## src/rtl/kbd_attack_entry_if.sv

```systemverilog
// Bundle between the PS/2 byte source, the entry block and the turn controller.
// Latency: none (wires only).
// Backpressure: coord_valid/coord_ready handshake on the coordinate side; scan bytes are never stalled.
interface kbd_attack_entry_if;
    logic [7:0] scan_code;
    logic       scan_valid;
    logic       clear;
    logic       coord_ready;
    logic       coord_valid;
    logic [3:0] coord_x;
    logic [3:0] coord_y;
    logic [1:0] entry_state;
    logic       key_err;

    // Producer side: keyboard receiver plus turn controller
    modport master (
        output scan_code, scan_valid, clear, coord_ready,
        input  coord_valid, coord_x, coord_y, entry_state, key_err
    );

    // Entry block side
    modport slave (
        input  scan_code, scan_valid, clear, coord_ready,
        output coord_valid, coord_x, coord_y, entry_state, key_err
    );
endinterface

```

## src/rtl/kbd_attack_entry.sv

```systemverilog
// Collects a letter+digit attack coordinate from PS/2 set-2 bytes and offers it on Enter.
// Latency: state, fields and key_err update one cycle after the consuming strobe.
// Backpressure: coordinate held in OFFER until coord_ready; scan bytes meanwhile ignored (break tracking only).
// Optional: define KBD_ATTACK_ENTRY_BACKSPACE_EN to make 0x66 step the entry back by one field.
module kbd_attack_entry #(
    parameter int DIGIT_ONE_BASED = 0
) (
    input  logic              CLOCK_50,
    input  logic              resetn,
    kbd_attack_entry_if.slave bus
);

    typedef enum logic [1:0] {
        S_IDLE    = 2'd0,
        S_GOT_COL = 2'd1,
        S_GOT_ROW = 2'd2,
        S_OFFER   = 2'd3
    } state_t;

    localparam logic [7:0] CODE_EXT   = 8'hE0;
    localparam logic [7:0] CODE_BREAK = 8'hF0;
    localparam logic [7:0] CODE_ENTER = 8'h5A;
    localparam logic [7:0] CODE_BKSP  = 8'h66;

`ifdef KBD_ATTACK_ENTRY_BACKSPACE_EN
    localparam logic BKSP_EN = 1'b1;
`else
    localparam logic BKSP_EN = 1'b0;
`endif

    state_t     state_q, state_d;
    logic [3:0] col_q, col_d;
    logic [3:0] row_q, row_d;
    logic       brk_q, brk_d;
    logic       err_q, err_d;

    logic       let_hit;
    logic [3:0] let_col;
    logic       dig_hit;
    logic [3:0] dig_val;
    logic [3:0] dig_row;

    // Decode the incoming byte into letter column and digit row candidates
    always_comb begin
        let_hit = 1'b1;
        let_col = 4'd0;
        case (bus.scan_code)
            8'h1C:   let_col = 4'd0;
            8'h32:   let_col = 4'd1;
            8'h21:   let_col = 4'd2;
            8'h23:   let_col = 4'd3;
            8'h24:   let_col = 4'd4;
            8'h2B:   let_col = 4'd5;
            8'h34:   let_col = 4'd6;
            8'h33:   let_col = 4'd7;
            8'h43:   let_col = 4'd8;
            8'h3B:   let_col = 4'd9;
            default: let_hit = 1'b0;
        endcase
        dig_hit = 1'b1;
        dig_val = 4'd0;
        case (bus.scan_code)
            8'h45:   dig_val = 4'd0;
            8'h16:   dig_val = 4'd1;
            8'h1E:   dig_val = 4'd2;
            8'h26:   dig_val = 4'd3;
            8'h25:   dig_val = 4'd4;
            8'h2E:   dig_val = 4'd5;
            8'h36:   dig_val = 4'd6;
            8'h3D:   dig_val = 4'd7;
            8'h3E:   dig_val = 4'd8;
            8'h46:   dig_val = 4'd9;
            default: dig_hit = 1'b0;
        endcase
        // One-based boards print '0' after '9', so '0' becomes the last row
        if (DIGIT_ONE_BASED != 0) begin
            dig_row = (dig_val == 4'd0) ? 4'd9 : dig_val - 4'd1;
        end else begin
            dig_row = dig_val;
        end
    end

    // State and field registers; reset discards any entry in progress
    always_ff @(posedge CLOCK_50 or negedge resetn) begin
        if (!resetn) begin
            state_q <= S_IDLE;
            col_q   <= 4'd0;
            row_q   <= 4'd0;
            brk_q   <= 1'b0;
            err_q   <= 1'b0;
        end else begin
            state_q <= state_d;
            col_q   <= col_d;
            row_q   <= row_d;
            brk_q   <= brk_d;
            err_q   <= err_d;
        end
    end

    // Next state: clear beats the handshake, which beats any scan byte
    always_comb begin
        state_d = state_q;
        col_d   = col_q;
        row_d   = row_q;
        brk_d   = brk_q;
        err_d   = 1'b0;
        if (bus.clear) begin
            state_d = S_IDLE;
        end else if ((state_q == S_OFFER) && bus.coord_ready) begin
            state_d = S_IDLE;
        end else if (bus.scan_valid && (bus.scan_code != CODE_EXT)) begin
            if (brk_q) begin
                // Byte after F0 is the released key: swallow it
                brk_d = 1'b0;
            end else if (bus.scan_code == CODE_BREAK) begin
                brk_d = 1'b1;
            end else begin
                case (state_q)
                    S_IDLE: begin
                        if (let_hit) begin
                            col_d   = let_col;
                            state_d = S_GOT_COL;
                        end else begin
                            err_d = 1'b1;
                        end
                    end
                    S_GOT_COL: begin
                        if (let_hit) begin
                            col_d = let_col;
                        end else if (dig_hit) begin
                            row_d   = dig_row;
                            state_d = S_GOT_ROW;
                        end else if (BKSP_EN && (bus.scan_code == CODE_BKSP)) begin
                            state_d = S_IDLE;
                        end else begin
                            err_d = 1'b1;
                        end
                    end
                    S_GOT_ROW: begin
                        if (dig_hit) begin
                            row_d = dig_row;
                        end else if (let_hit) begin
                            col_d   = let_col;
                            state_d = S_GOT_COL;
                        end else if (bus.scan_code == CODE_ENTER) begin
                            state_d = S_OFFER;
                        end else if (BKSP_EN && (bus.scan_code == CODE_BKSP)) begin
                            row_d   = 4'd0;
                            state_d = S_GOT_COL;
                        end else begin
                            err_d = 1'b1;
                        end
                    end
                    default: begin
                        // OFFER: coordinate frozen until accepted
                    end
                endcase
            end
        end
    end

    // Outputs are straight decodes of registered state
    always_comb begin
        bus.coord_valid = (state_q == S_OFFER);
        bus.coord_x     = col_q;
        bus.coord_y     = row_q;
        bus.entry_state = state_q;
        bus.key_err     = err_q;
    end

endmodule

```

## src/flat_wrapper.sv

```systemverilog
// flat-port wrapper written by rule: the top's interface ports become plain ports
module kbd_attack_entry_flat 
#(
    parameter int DIGIT_ONE_BASED = 0
)
  (CLOCK_50, resetn, bus_scan_code, bus_scan_valid, bus_clear, bus_coord_ready, bus_coord_valid, bus_coord_x, bus_coord_y, bus_entry_state, bus_key_err);
  kbd_attack_entry_if bus_i ();
  input  logic CLOCK_50;
  input  logic resetn;
  input wire logic [$bits(bus_i.scan_code)-1:0] bus_scan_code;
  input wire logic [$bits(bus_i.scan_valid)-1:0] bus_scan_valid;
  input wire logic [$bits(bus_i.clear)-1:0] bus_clear;
  input wire logic [$bits(bus_i.coord_ready)-1:0] bus_coord_ready;
  output wire logic [$bits(bus_i.coord_valid)-1:0] bus_coord_valid;
  output wire logic [$bits(bus_i.coord_x)-1:0] bus_coord_x;
  output wire logic [$bits(bus_i.coord_y)-1:0] bus_coord_y;
  output wire logic [$bits(bus_i.entry_state)-1:0] bus_entry_state;
  output wire logic [$bits(bus_i.key_err)-1:0] bus_key_err;
  assign bus_i.scan_code = bus_scan_code;
  assign bus_i.scan_valid = bus_scan_valid;
  assign bus_i.clear = bus_clear;
  assign bus_i.coord_ready = bus_coord_ready;
  assign bus_coord_valid = bus_i.coord_valid;
  assign bus_coord_x = bus_i.coord_x;
  assign bus_coord_y = bus_i.coord_y;
  assign bus_entry_state = bus_i.entry_state;
  assign bus_key_err = bus_i.key_err;
  kbd_attack_entry #(.DIGIT_ONE_BASED(DIGIT_ONE_BASED)) u_core (.CLOCK_50(CLOCK_50), .resetn(resetn), .bus(bus_i));
endmodule
```

## config.mk

```make
export PLATFORM = sky130hd
export DESIGN_NAME = kbd_attack_entry_flat
export DESIGN_NICKNAME = d
export VERILOG_FILES = /design/src/rtl/kbd_attack_entry_if.sv /design/src/rtl/kbd_attack_entry.sv /design/src/flat_wrapper.sv
export SDC_FILE = /design/constraint.sdc
export NUM_CORES = 1
export LEC_CHECK = 0
export BUFFER_PORTS_ARGS = -buffer_cell sky130_fd_sc_hd__buf_2
export CORE_MARGIN = 2
export CORE_UTILIZATION = 45
export DETAILED_ROUTE_END_ITERATION = 10
export GPL_ROUTABILITY_DRIVEN = 0
export GPL_TIMING_DRIVEN = 0
export PLACE_DENSITY = 0.71
export SETUP_SLACK_MARGIN = 0.4
export SLEW_MARGIN = 40
export SYNTH_ARGS = -nofsm -noshare
export SYNTH_HDL_FRONTEND = slang
export SYNTH_SLANG_ARGS = --single-unit
```

## constraint.sdc

```tcl
create_clock -name CLOCK_50 -period 1.9 [get_ports CLOCK_50]
set_clock_uncertainty 0.15 [all_clocks]
set_input_delay 0.38 -clock CLOCK_50 [delete_from_list [all_inputs] [get_ports CLOCK_50]]
set_output_delay 0.38 -clock CLOCK_50 [all_outputs]
set_load 0.05 [all_outputs]
```

=== Word-level counts from Yosys, hierarchy flattened ===
Index checks and enable logic that the tools add are counted.

* Flip-flop bits (word level): 12
* Bits in latches: 0
* Memory bits (writable): 0
* Memory bits (read-only): 0
* Input port bits: 13
* Output and inout port bits: 12
* Logic and storage cells: 94
* Memories: 0

* Add/sub/neg operators: 0
* Multiply operators: 0
* Divide/modulo/power cells: 0
* Magnitude comparators: 0
* Equal/unequal tests: 35
* Shifts and indexed selects: 0
* Muxes and demuxes: 36
* Bitwise logic cells: 4
* Reductions and logical operators: 14

{| class="wikitable"
|+ Operator list
! kind !! count
|-
| 8-bit by 6-bit equality test with 1-bit output (second input constant) || 14
|-
| 4-bit one-hot mux with 9 select lines || 2
|-
| 8-bit by 7-bit equality test with 1-bit output (second input constant) || 4
|-
| 8-bit by 5-bit equality test with 1-bit output (second input constant) || 3
|-
| 2-bit two-way mux || 11
|-
| 10-bit OR reduction || 2
|-
| 4-bit two-way mux || 4
|-
| 4-bit one-hot mux with 2 select lines || 2
|-
| 1-bit two-way mux || 15
|-
| 7-bit AND reduction || 2
|-
| 9-bit AND reduction || 1
|-
| 8-bit equality test (second input constant) || 1
|-
| 4-bit by 2-bit != test with 1-bit output (second input constant) || 2
|-
| 4-bit != test (second input constant) || 2
|-
| 8-bit != test (second input constant) || 1
|-
| 2-bit one-hot mux with 3 select lines || 1
|-
| 5-bit by 2-bit != test with 1-bit output (second input constant) || 1
|-
| 5-bit nonzero test || 1
|-
| 2-bit equality test (second input constant) || 2
|-
| 2-bit != test (second input constant) || 2
|-
| 1-bit NOT || 4
|-
| 2-bit nonzero test || 2
|-
| 3-bit by 2-bit != test with 1-bit output (second input constant) || 1
|-
| 3-bit != test (second input constant) || 1
|-
| 7 further kinds || 8
|}

=== Logic depth before layout (Yosys ltp) ===
Gate-level depths: netlist of run 1.

* Depth in word-level cells: 11
* Mapped depth: 7
* Depth with buffers taken out: 7

=== Worst setup path before layout of run 1 ===
OpenSTA, ideal clock, no wires.

* Kind: reg-to-reg
* Start point: register u_core.state_q[0], in the netlist u_core.bus.entry_state[0]
* End point: register u_core.row_q[0], in the netlist u_core.bus.coord_y[0]
* Setup time: 0.125 ns
* Arrival time: 2.348 ns
* Data required time: 1.625 ns
* Path slack: -0.722 ns
* Stages on the path, launching flop included: 6
* Path buffers: 0
* Period minus slack after synthesis: 2.622 ns
* Cells stage by stage: dfrtp_1 -> ha_1 -> a21oi_1 -> nand2_1 -> nor3_4 -> mux2_2

* Cells in the longest elaborated chain, start to end: 4
* Elaborated cells on any way between the ends: 9
* Classes of those cells: eq/ne: 4; mux: 1; bitwise: 1; reduce/logical: 3

{| class="wikitable"
|+ RTL lines
! item !! RTL line !! RTL
|-
| from (decl) || kbd_attack_entry.sv:31 || <nowiki>state_t state_q, state_d;</nowiki>
|-
| from (signal assigned) || kbd_attack_entry.sv:92 || <nowiki>state_q <= state_d;</nowiki>
|-
| 2-bit equality test || -- ||
|-
| via bus_coord_valid || flat_wrapper.sv:14 || <nowiki>output wire logic [$bits(bus_i.coord_valid)-1:0] bus_coord_valid;</nowiki>
|-
| 1-bit logical AND || kbd_attack_entry.sv:109 || <nowiki>end else if ((state_q == S_OFFER) && bus.coord_ready) begin</nowiki>
|-
| 1-bit NOT (no source line) || -- ||
|-
| 7-bit AND reduction (no source line) || -- ||
|-
| to (signal assigned) || kbd_attack_entry.sv:94 || <nowiki>row_q <= row_d;</nowiki>
|-
| to (decl) || kbd_attack_entry.sv:33 || <nowiki>logic [3:0] row_q, row_d;</nowiki>
|}

The timed path passes the listed nets, and every way through them passes these cells.
A chain may end at the register's enable or synchronous reset.

=== Worst setup path in the final report of run 1 ===
* Start point: input bus_scan_code[3]
* End point: register u_core.row_q[0], in the netlist u_core.bus.coord_y[0]

* Cells in the longest elaborated chain, start to end: 6
* Elaborated cells on any way between the ends: 34
* Classes of those cells: eq/ne: 23; mux: 6; bitwise: 1; reduce/logical: 4

{| class="wikitable"
|+ RTL lines
! item !! RTL line !! RTL
|-
| from (decl) || flat_wrapper.sv:10 || <nowiki>input wire logic [$bits(bus_i.scan_code)-1:0] bus_scan_code;</nowiki>
|-
| 8-bit by 7-bit equality test with 1-bit output (tied with other cells) || kbd_attack_entry.sv:62 || <nowiki>case (bus.scan_code)</nowiki>
|-
| 10-bit OR reduction (no source line) || -- ||
|-
| 1-bit two-way mux || kbd_attack_entry.sv:62 ||
|-
| 4-bit two-way mux || kbd_attack_entry.sv:130, kbd_attack_entry.sv:140 ||
|-
| 4-bit two-way mux || kbd_attack_entry.sv:128 || <nowiki>if (let_hit) begin</nowiki>
|-
| 4-bit one-hot mux with 2 select lines || kbd_attack_entry.sv:118 || <nowiki>case (state_q)</nowiki>
|}

Parallel ways exist; a longest one is shown, timed or not. The select of a mux whose other input is x is not followed.

==> results of run 1 <==
==> metal layers <==
layer | GRT usage [%] | wire length, um | up-vias
met3 | 2.82 | 183 | 6
met1 | 28.8 | 1300 | 518
met5 | 0 | 0 | -
li1 | - | - | 538
met4 | 14.5 | 65 | 0
met2 | 35.6 | 1430 | 43
==> sequential cells by signal, summed over array words and instances (netlist names) <==
signal / count
u_core.bus.key_err: 1
u_core.bus.coord_y: 4
u_core.bus.coord_x: 4
u_core.brk_q: 1
u_core.bus.entry_state: 2
==> worst max-delay path by stage <==
| stage | slack [ns] | end | depth (start not counted) | from |
|---|---|---|---|---|
| 4_1_cts | -0.06 | u_core.bus.coord_y[1]$_DFFE_PN0P_ | 7 | bus_scan_code[3] |
| 2_1_floorplan | -0.14 | u_core.bus.coord_y[0]$_DFFE_PN0P_ | 5 | u_core.bus.entry_state[1]$_DFFE_PN0P_ |
| 3_3_place_gp | -0.34 | u_core.bus.coord_y[1]$_DFFE_PN0P_ | 7 | bus_scan_code[3] |
| 3_5_place_dp | -0.39 | u_core.bus.coord_y[1]$_DFFE_PN0P_ | 7 | bus_scan_code[3] |
| 6_report | -0.05 | u_core.bus.coord_y[0]$_DFFE_PN0P_ | 7 | bus_scan_code[3] |
| 5_1_grt | -0.09 | u_core.bus.coord_y[3]$_DFFE_PN0P_ | 7 | bus_scan_code[3] |
==> cell type report <==
type	count	share of cell area [%]
multi-input cells	99	55.8
flip-flops and latches	12	18.7
repair buffers	34	17.0
plain buffers	7	3.40
well taps	28	2.16
clock buffers	4	1.62
inverters	6	1.39
==> critical path: stages <==
cell	delay, ns
buf_6	0.10
buf_6	0.12
or3b_4	0.38
a211oi_2	0.21
a221oi_2	0.09
nor3_4	0.34
mux2_4	0.33
==> Yosys cell counts, types with 3 or more instances <==
cell and number:
nor2_1 10, o31ai_1 5, ha_1 4, nor2b_1 3, buf_2 5, o21ai_0 4
nand2_1 12, a21oi_1 5, dfrtp_1 12, inv_1 6, nand2b_1 7
==> per-stage QoR <==
step / worst slack [ns] / TNS (ns) / instance area, um2
after floorplan: -0.140 / -0.543 / 1170
after global placement: -0.344 / -3.07 / 1310
after detailed placement: -0.393 / -3.42 / 1310
after CTS: -0.0568 / -0.230 / 1470
after global routing: -0.0896 / -0.596 / 1620
final: -0.0461 / -0.160 / 1620
==> power breakdown <==
part / internal [W] / switching (W) / total (W)
combinational: 0.0000844 / 0.000111 / 0.000195
sequential: 0.000259 / 0.00000305 / 0.000262
clock: 0.0000815 / 0.0000852 / 0.000167
==> cell families (layout without fill, tap and decap cells) <==
group | Yosys count | after routing | synth area share, %
buf+inv | 13 | 51 | 5.69
xor+xnor | 3 | 3 | 2.39
mux | 5 | 5 | 4.89
flops | 12 | 12 | 27.3
compound gates | 31 | 31 | 22.0
fa+ha+maj | 4 | 4 | 4.55
simple gates | 56 | 56 | 33.2
==> what timing repair did <==
action | CTS | global route
hold buffers | 1 | 0
hold endpoints to repair | 12 | 0
endpoints found under the setup margin | 14 | 15
buffers inserted | 5 | 6
gates resized for setup | 20 | 29
pin swaps | 8 | 6
==> metrics.cfg, run 1 <==
[status]
run_status = complete, but fails checks
violations = negative setup slack

[die]
die_y_um = 53.4
die_x_um = 53.4
coreArea_um2 = 2250
rows = 17
start_util_pct = 48.8
die_area_um2 = 2860
ioPinCount = 25

[finish]
final_cell_mix = 17 x buf_2, 12 x buf_4, 10 x dfrtp_1, 9 x nor2_1, 8 x nand2_1
area_growth_pct = 47.3
nets = 180
n_fill_cell = 184
final_common_cell = buf_2
utilization_pct = 71.9
multiInputGateArea_um2 = 903
diodes = 0
regArea_um2 = 303
instances_no_fill = 190
layout-drive-gt1-share_pct = 49.4

[pwr]
power_density_nw_per_um2 = 385
finalPower_w = 0.000624
leakage_nw = 0.708
max-vdd-ir-drop_mv = 0.330

[routing]
drc = 0
drtIter0Drc = 39
wl_um = 2980
vias_per_cell = 5.82
first_pass_iters = 4
vias = 1105
wire_per_inst_um = 15.7
antenna_left = 0

[global_route]
grt_pass1_wl_um = 4580
grt_pass1_vias = 1009
grt_overflow = 0
grt_antenna_before_repair = 0
grt_max_degree = 13
grt_usage_pct = 22.6

[clock_tree]
cts_root_buf = clkbuf_4
clk-insertion-delay-late_ns = 0.28
clkSinkCount = 12
htreeDepth = 1
cts_tree = built
numCtsBuffers = 3
cts.path.max_buffers = 2
cts.clk_slew.worst_paths_ns = 0.08

[synth]
yosysUniqueCellTypes = 51
syn_area_per_cell_um2 = 8.87
synthCells = 124
yosysWarnings = 0
yosysTopAreaCell = dfrtp_1
synth_seq_area_share_pct = 27.3
yosysTopAreaCellShare_pct = 27.3
synth_area_leaders = dfrtp_1 27%, ha_1 4.6%, nand2_1 4.1%
synth_seq_cells = 12
synthesis.nets = 141
synth-main-ff-cell = dfrtp_1
synth-edff-count = 0
async_flop_share_pct = 100
syn_area_um2 = 1100

[timing]
clock.fmax_mhz = 514
hold_viol = 0
fin_crit_sh_pct = 102
worstMarginPinSlew_ns = 0.414
slew_violations = 0
rsz0062_at_grt = true
relSlewSlack_pct = 72.4
fin_crit_ns = 1.95
report.final.setup_viol = 5
holdWs_ns = 0.205
worst_slack_ns = -0.0461

[critical_path]
critPathCaptureType = flop
reg2reg_depth = 7
rr_startpoint = u_core.bus.entry_state[0]$_DFFE_PN0P_
r2r_slack_ns = 0.02
r2r-end = u_core.bus.entry_state[1]$_DFFE_PN0P_
critPathMaxFanout = 4
start_kind = primary input
arrival_ns = 1.95
cp_data_required_time_ns = 1.91
worstSetupPathType = primary input to flop

[placed_design]
dp_hpwl_um = 2020
dpl.cell_count = 174
io_buffers = 22

[run]
max_cap_viol_count = 0

[min_path]
min_to = u_core.bus.entry_state[0]$_DFFE_PN0P_
hold_start = bus_clear
holdPathStages = 4
hp-class = primary input to flop

(Power assumes the default switching activity.)
==> run 2: changes to the inputs <==
--- a/config.mk
+++ b/config.mk
@@ -5,14 +5,13 @@
 export SDC_FILE = /design/constraint.sdc
 export NUM_CORES = 1
 export LEC_CHECK = 0
-export BUFFER_PORTS_ARGS = -buffer_cell sky130_fd_sc_hd__buf_2
 export CORE_MARGIN = 2
 export CORE_UTILIZATION = 45
 export DETAILED_ROUTE_END_ITERATION = 10
+export DONT_BUFFER_PORTS = 1
 export GPL_ROUTABILITY_DRIVEN = 0
 export GPL_TIMING_DRIVEN = 0
-export PLACE_DENSITY = 0.71
-export SETUP_SLACK_MARGIN = 0.4
+export SETUP_SLACK_MARGIN = 0.15
 export SLEW_MARGIN = 40
 export SYNTH_ARGS = -nofsm -noshare
 export SYNTH_HDL_FRONTEND = slang
==> metrics.cfg, run 2 (synthesis gave the netlist of run 1 again) <==
[critical_path]
arrival_ns = 2.03  ; +0.08 ns
start_kind = flop
critPathMaxFanout = 5  ; +1
worstSetupPathType = flop to flop
cp_data_required_time_ns = 1.91  ; about the same
critPathCaptureType = flop

[timing]
tns_ns = -0.547  ; -0.387 ns
worst_slack_ns = -0.120  ; -0.0739 ns
slew_violations = 0  ; unchanged
clock.fmax_mhz = 495  ; -3.7%
report.final.setup_viol = 8  ; +3
worstMarginPinSlew_ns = 0.551  ; +0.137 ns
fin_crit_ns = 2.02  ; +0.0739 ns
fin_crit_sh_pct = 106  ; +3.9 points
hold_viol = 0  ; unchanged
rsz0062_at_grt = true
relSlewSlack_pct = 62.8  ; -9.7 points

[global_route]
grt_overflow = 0  ; unchanged
busiest_layer = met2
grt_util_met3_pct = 3.39  ; +0.56 points
grt_util_met1_pct = 26.2  ; -2.6 points
grt_antenna_before_repair = 0  ; unchanged
use_met2_pct = 36.0  ; +0.41 points
grt_pass1_wl_um = 4390  ; -4.2%
grt_usage_pct = 21.4  ; -1.2 points
grt_pass1_vias = 927  ; -8.1%
grt_max_degree = 13  ; unchanged

[placed_design]
place_ws_ns = -0.323  ; +0.0704 ns
io_buffers = 0  ; -100%
dp_hpwl_um = 2070  ; +2.2%

[clock_tree]
clkSinkCount = 12  ; unchanged
cts.path.max_buffers = 2  ; unchanged
cts_root_buf = clkbuf_4
numCtsBuffers = 3  ; unchanged
htreeDepth = 1  ; unchanged
cts_tree = built
clk-insertion-delay-late_ns = 0.27  ; about the same
cts.clk_slew.worst_paths_ns = 0.07  ; about the same

[finish]
nets = 154  ; -14%
final_cell_mix = 10 x nand2_1, 10 x dfrtp_1, 9 x nor2_1, 7 x buf_4, 6 x nand2b_1
layout-drive-gt1-share_pct = 37.5  ; -12 points
multiInputGateArea_um2 = 898  ; -0.55%
area_growth_pct = 29.6
n_fill_cell = 201  ; +9.2%
regArea_um2 = 308  ; +1.7%
diodes = 0  ; unchanged

[routing]
drtIter0Drc = 16  ; -59%
first_pass_iters = 4  ; unchanged
antenna_left = 0  ; unchanged
vias_per_cell = 6.20  ; +6.6%
wl_um = 2860  ; -3.8%
drc = 0  ; unchanged
vias = 1017  ; -8.0%
wire_per_inst_um = 17.5  ; +11%

[die]
die_x_um = 53.4  ; unchanged
start_util_pct = 48.8  ; unchanged
ioPinCount = 25  ; unchanged
coreArea_um2 = 2250  ; unchanged
die_y_um = 53.4  ; unchanged
die_area_um2 = 2860  ; unchanged
rows = 17  ; unchanged

[min_path]
hp-class = primary input to flop

[run]
max_cap_viol_count = 0  ; unchanged

[pwr]
leakage_nw = 0.571  ; -19%
power_density_nw_per_um2 = 436  ; +13%
finalPower_w = 0.000622  ; -0.34%
max-vdd-ir-drop_mv = 0.353  ; +6.8%

[status]
violations = negative setup slack
run_status = complete, but fails checks

-- run 2: area by class of cell --
class	count	area share, %
tap	28	2.46
inverter	6	1.76
buffer	7	3.42
sequential	12	21.6
timing repair buffer	8	5.18
multi-input combinational	99	63.0
clock buffer	4	2.55
-- run 2: worst max-delay path: stages (launching register included) --
cell,delay [ns]
dfrtp_4,0.59
ha_4,0.28
a21oi_4,0.18
nand2_2,0.10
nor3_4,0.27
mux2_4,0.33
-- run 2: metal layers --
layer  share of wire (%)  wire [um]
met3                 5.2        148
met1                  44       1260
met4                 3.2         91
met5                   0          0
met2                  48       1370
-- run 2: repair_timing --
item | 4_1_cts | 5_1_grt
endpoints found under the hold margin | 12 | 0
resized for setup | 18 | 13
setup buffers | 3 | 4
hold buffers | 1 | 0
setup endpoints to repair | 11 | 12
pin swaps | 5 | 7
-- run 2: through the flow --
step / hold slack (ns) / instances / util [%] / area, um2
after CTS: 0.134 / 160 / 58.9 / 1330
after floorplan: -0.0656 / 124 / - / 1170
after global routing: 0.141 / 164 / 63.2 / 1430
final: 0.120 / 164 / 63.2 / 1430
after detailed placement: -0.0653 / 152 / 53.3 / 1200
after global placement: -0.0654 / 152 / 53.3 / 1200
-- run 2: worst paths after layout --
path | from | endpoint | slack (ns) | depth (start not counted)
max in group asynchronous | resetn | u_core.bus.entry_state[1]$_DFFE_PN0P_ | 0.85 | 1
min in group asynchronous | resetn | u_core.bus.coord_y[1]$_DFFE_PN0P_ | 0.37 | 1
max | u_core.bus.entry_state[1]$_DFFE_PN0P_ | u_core.bus.coord_y[3]$_DFFE_PN0P_ | -0.12 | 5
max reg2reg | u_core.bus.entry_state[1]$_DFFE_PN0P_ | u_core.bus.coord_y[3]$_DFFE_PN0P_ | -0.12 | 5
min reg2reg | u_core.brk_q$_DFFE_PN0P_ | u_core.brk_q$_DFFE_PN0P_ | 0.39 | 2
min | bus_scan_valid | u_core.brk_q$_DFFE_PN0P_ | 0.12 | 2
-- run 2: power by group --
part	switching [W]	internal (W)	total, W	leakage (nW)
combinational	0.0000819	0.0000649	0.000147	0.392
clock	0.0000822	0.000116	0.000199	0.0210
sequential	0.0000174	0.000259	0.000277	0.157
==> run 3: changes to the inputs <==
--- a/config.mk
+++ b/config.mk
@@ -11,6 +11,7 @@
 export DONT_BUFFER_PORTS = 1
 export GPL_ROUTABILITY_DRIVEN = 0
 export GPL_TIMING_DRIVEN = 0
+export REMOVE_ABC_BUFFERS = 1
 export SETUP_SLACK_MARGIN = 0.15
 export SLEW_MARGIN = 40
 export SYNTH_ARGS = -nofsm -noshare
==> metrics.cfg, run 3 (synthesis gave the netlist of run 1 again) <==
[finish]
final_common_cell = nand2_1
nets = 147  ; -4.5%
final_cell_mix = 11 x nand2_1, 10 x dfrtp_1, 9 x nor2_1, 7 x nand2b_1
final_area_um2 = 1300  ; -8.5%
diodes = 0  ; unchanged
layout-drive-gt1-share_pct = 27.9  ; -9.6 points
area_growth_pct = 18.5

[routing]
vias = 958  ; -5.8%
wire_per_inst_um = 15.9  ; -9.2%
wl_um = 2490  ; -13%
first_pass_iters = 4  ; unchanged
drc = 0  ; unchanged
drtIter0Drc = 26  ; +10
vias_per_cell = 6.10  ; -1.6%
antenna_left = 0  ; unchanged

[clock_tree]
cts_root_buf = clkbuf_4
cts.clk_slew.worst_paths_ns = 0.09  ; +0.02 ns
cts_tree = built
clk-insertion-delay-late_ns = 0.28  ; about the same
cts.path.max_buffers = 2  ; unchanged
htreeDepth = 1  ; unchanged
clkSinkCount = 12  ; unchanged
numCtsBuffers = 3  ; unchanged

[placed_design]
io_buffers = 0  ; unchanged
placed_cell_area_um2 = 1090  ; -8.9%
dp_hpwl_um = 1800  ; -13%

[pwr]
power_density_nw_per_um2 = 450  ; +3.1%
finalPower_w = 0.000587  ; -5.6%
leakage_nw = 0.530  ; -7.1%
max-vdd-ir-drop_mv = 0.320  ; -9.2%

[status]
run_status = complete, but fails checks
violations = negative setup slack

[die]
ioPinCount = 25  ; unchanged
die_y_um = 53.4  ; unchanged
start_util_pct = 48.8  ; unchanged
die_x_um = 53.4  ; unchanged
die_area_um2 = 2860  ; unchanged
rows = 17  ; unchanged
coreArea_um2 = 2250  ; unchanged

[timing]
slew_violations = 0  ; unchanged
relSlewSlack_pct = 61.6  ; -1.2 points
clock.fmax_mhz = 514  ; +3.8%
fin_crit_ns = 1.95  ; -0.0747 ns
worst_slack_ns = -0.0453  ; +0.0747 ns
fin_crit_sh_pct = 102  ; -3.9 points
report.final.setup_viol = 6  ; -2
hold_viol = 0  ; unchanged
worstMarginPinSlew_ns = 0.574  ; +0.0234 ns
rsz0062_at_grt = true

[critical_path]
critPathMaxFanout = 5  ; unchanged
critPathCaptureType = flop
start_kind = flop
worstSetupPathType = flop to flop
reg2reg_depth = 5  ; unchanged
cp_data_required_time_ns = 1.93  ; +0.02 ns
arrival_ns = 1.97  ; -0.06 ns

[global_route]
grt_overflow = 0  ; unchanged
grt_pass1_vias = 891  ; -3.9%
grt_antenna_before_repair = 0  ; unchanged
grt_max_degree = 17  ; +4
grt_usage_pct = 19.8  ; -1.7 points
grt_pass1_wl_um = 4050  ; -7.7%

[run]
max_cap_viol_count = 0  ; unchanged

[min_path]
hp-class = primary input to flop
holdPathStages = 2  ; unchanged

-- run 3: changes by cell type in the layout (fill, tap and decap cells not counted), moves of 2 or more --
cell     before  now
o21ai_1       2    0
buf_2         2    0
buf_4         7    3
o21ai_0       2    4
mux2_4        3    1
-- run 3: path summary, 6_finish.rpt --
path / slack [ns] / startpoint / to
setup / recovery: -0.05 / u_core.bus.entry_state[0]$_DFFE_PN0P_ / u_core.bus.coord_y[1]$_DFFE_PN0P_
hold / removal: 0.10 / bus_scan_valid / u_core.brk_q$_DFFE_PN0P_
setup reg to reg: -0.05 / u_core.bus.entry_state[0]$_DFFE_PN0P_ / u_core.bus.coord_y[1]$_DFFE_PN0P_
hold reg to reg: 0.36 / u_core.brk_q$_DFFE_PN0P_ / u_core.brk_q$_DFFE_PN0P_
max in group asynchronous: 0.80 / resetn / u_core.bus.entry_state[0]$_DFFE_PN0P_
min in group asynchronous: 0.37 / resetn / u_core.bus.entry_state[1]$_DFFE_PN0P_
-- run 3: routing by layer --
metal  share of wire, %  wire, um  GRT usage, %  vias up
li1                   -         -             -      466
met1                 47      1180          25.6      449
met2                 44      1090          30.2       38
met3                7.0       174          4.52        5
met4                1.8        46          9.83        0
met5                  0         0             0        -
-- run 3: final cells by class --
type	count	area [um2]
clock buffer	4	36.3
fill	214	951
inverter	6	25.0
multi-input combinational	99	822
sequential	12	308
tap	28	35.0
timing repair buffer	8	77.6
-- run 3: power by group --
| part | internal, W | leakage [nW] | switching (W) |
|---|---|---|---|
| logic | 0.0000447 | 0.352 | 0.0000525 |
| registers | 0.000259 | 0.157 | 0.0000169 |
| clock network | 0.000117 | 0.0210 | 0.0000970 |
| total | 0.000421 | 0.530 | 0.000166 |
-- run 3: per-stage QoR --
stage                     setup TNS [ns]  utilization (%)  hold WS, ns  cells  setup WS (ns)
final                             -0.182             57.8        0.103    157        -0.0453
after global routing              -0.784             57.8        0.116    157         -0.123
after CTS                         -0.371             54.9        0.109    156        -0.0627
after detailed placement           -8.07             48.6      -0.0653    145          -1.00
after global placement             -7.53             48.6      -0.0653    145         -0.947
after floorplan                    -4.83                -      -0.0656    117         -0.722
-- run 3: repair_timing --
| action | CTS | global route |
|---|---|---|
| setup buffers | 6 | 1 |
| endpoints found under the setup margin | 13 | 13 |
| hold buffers | 1 | 0 |
| endpoints found under the hold margin | 12 | 0 |
| pin swaps | 4 | 6 |
| resized for setup | 15 | 13 |
-- run 3: worst max-delay path: stages, from the launching register on --
cell and delay, ns:
dfrtp_4 0.60, ha_4 0.27, a21oi_4 0.16, nand2_2 0.09, nor3_4 0.21, mux2_2 0.36
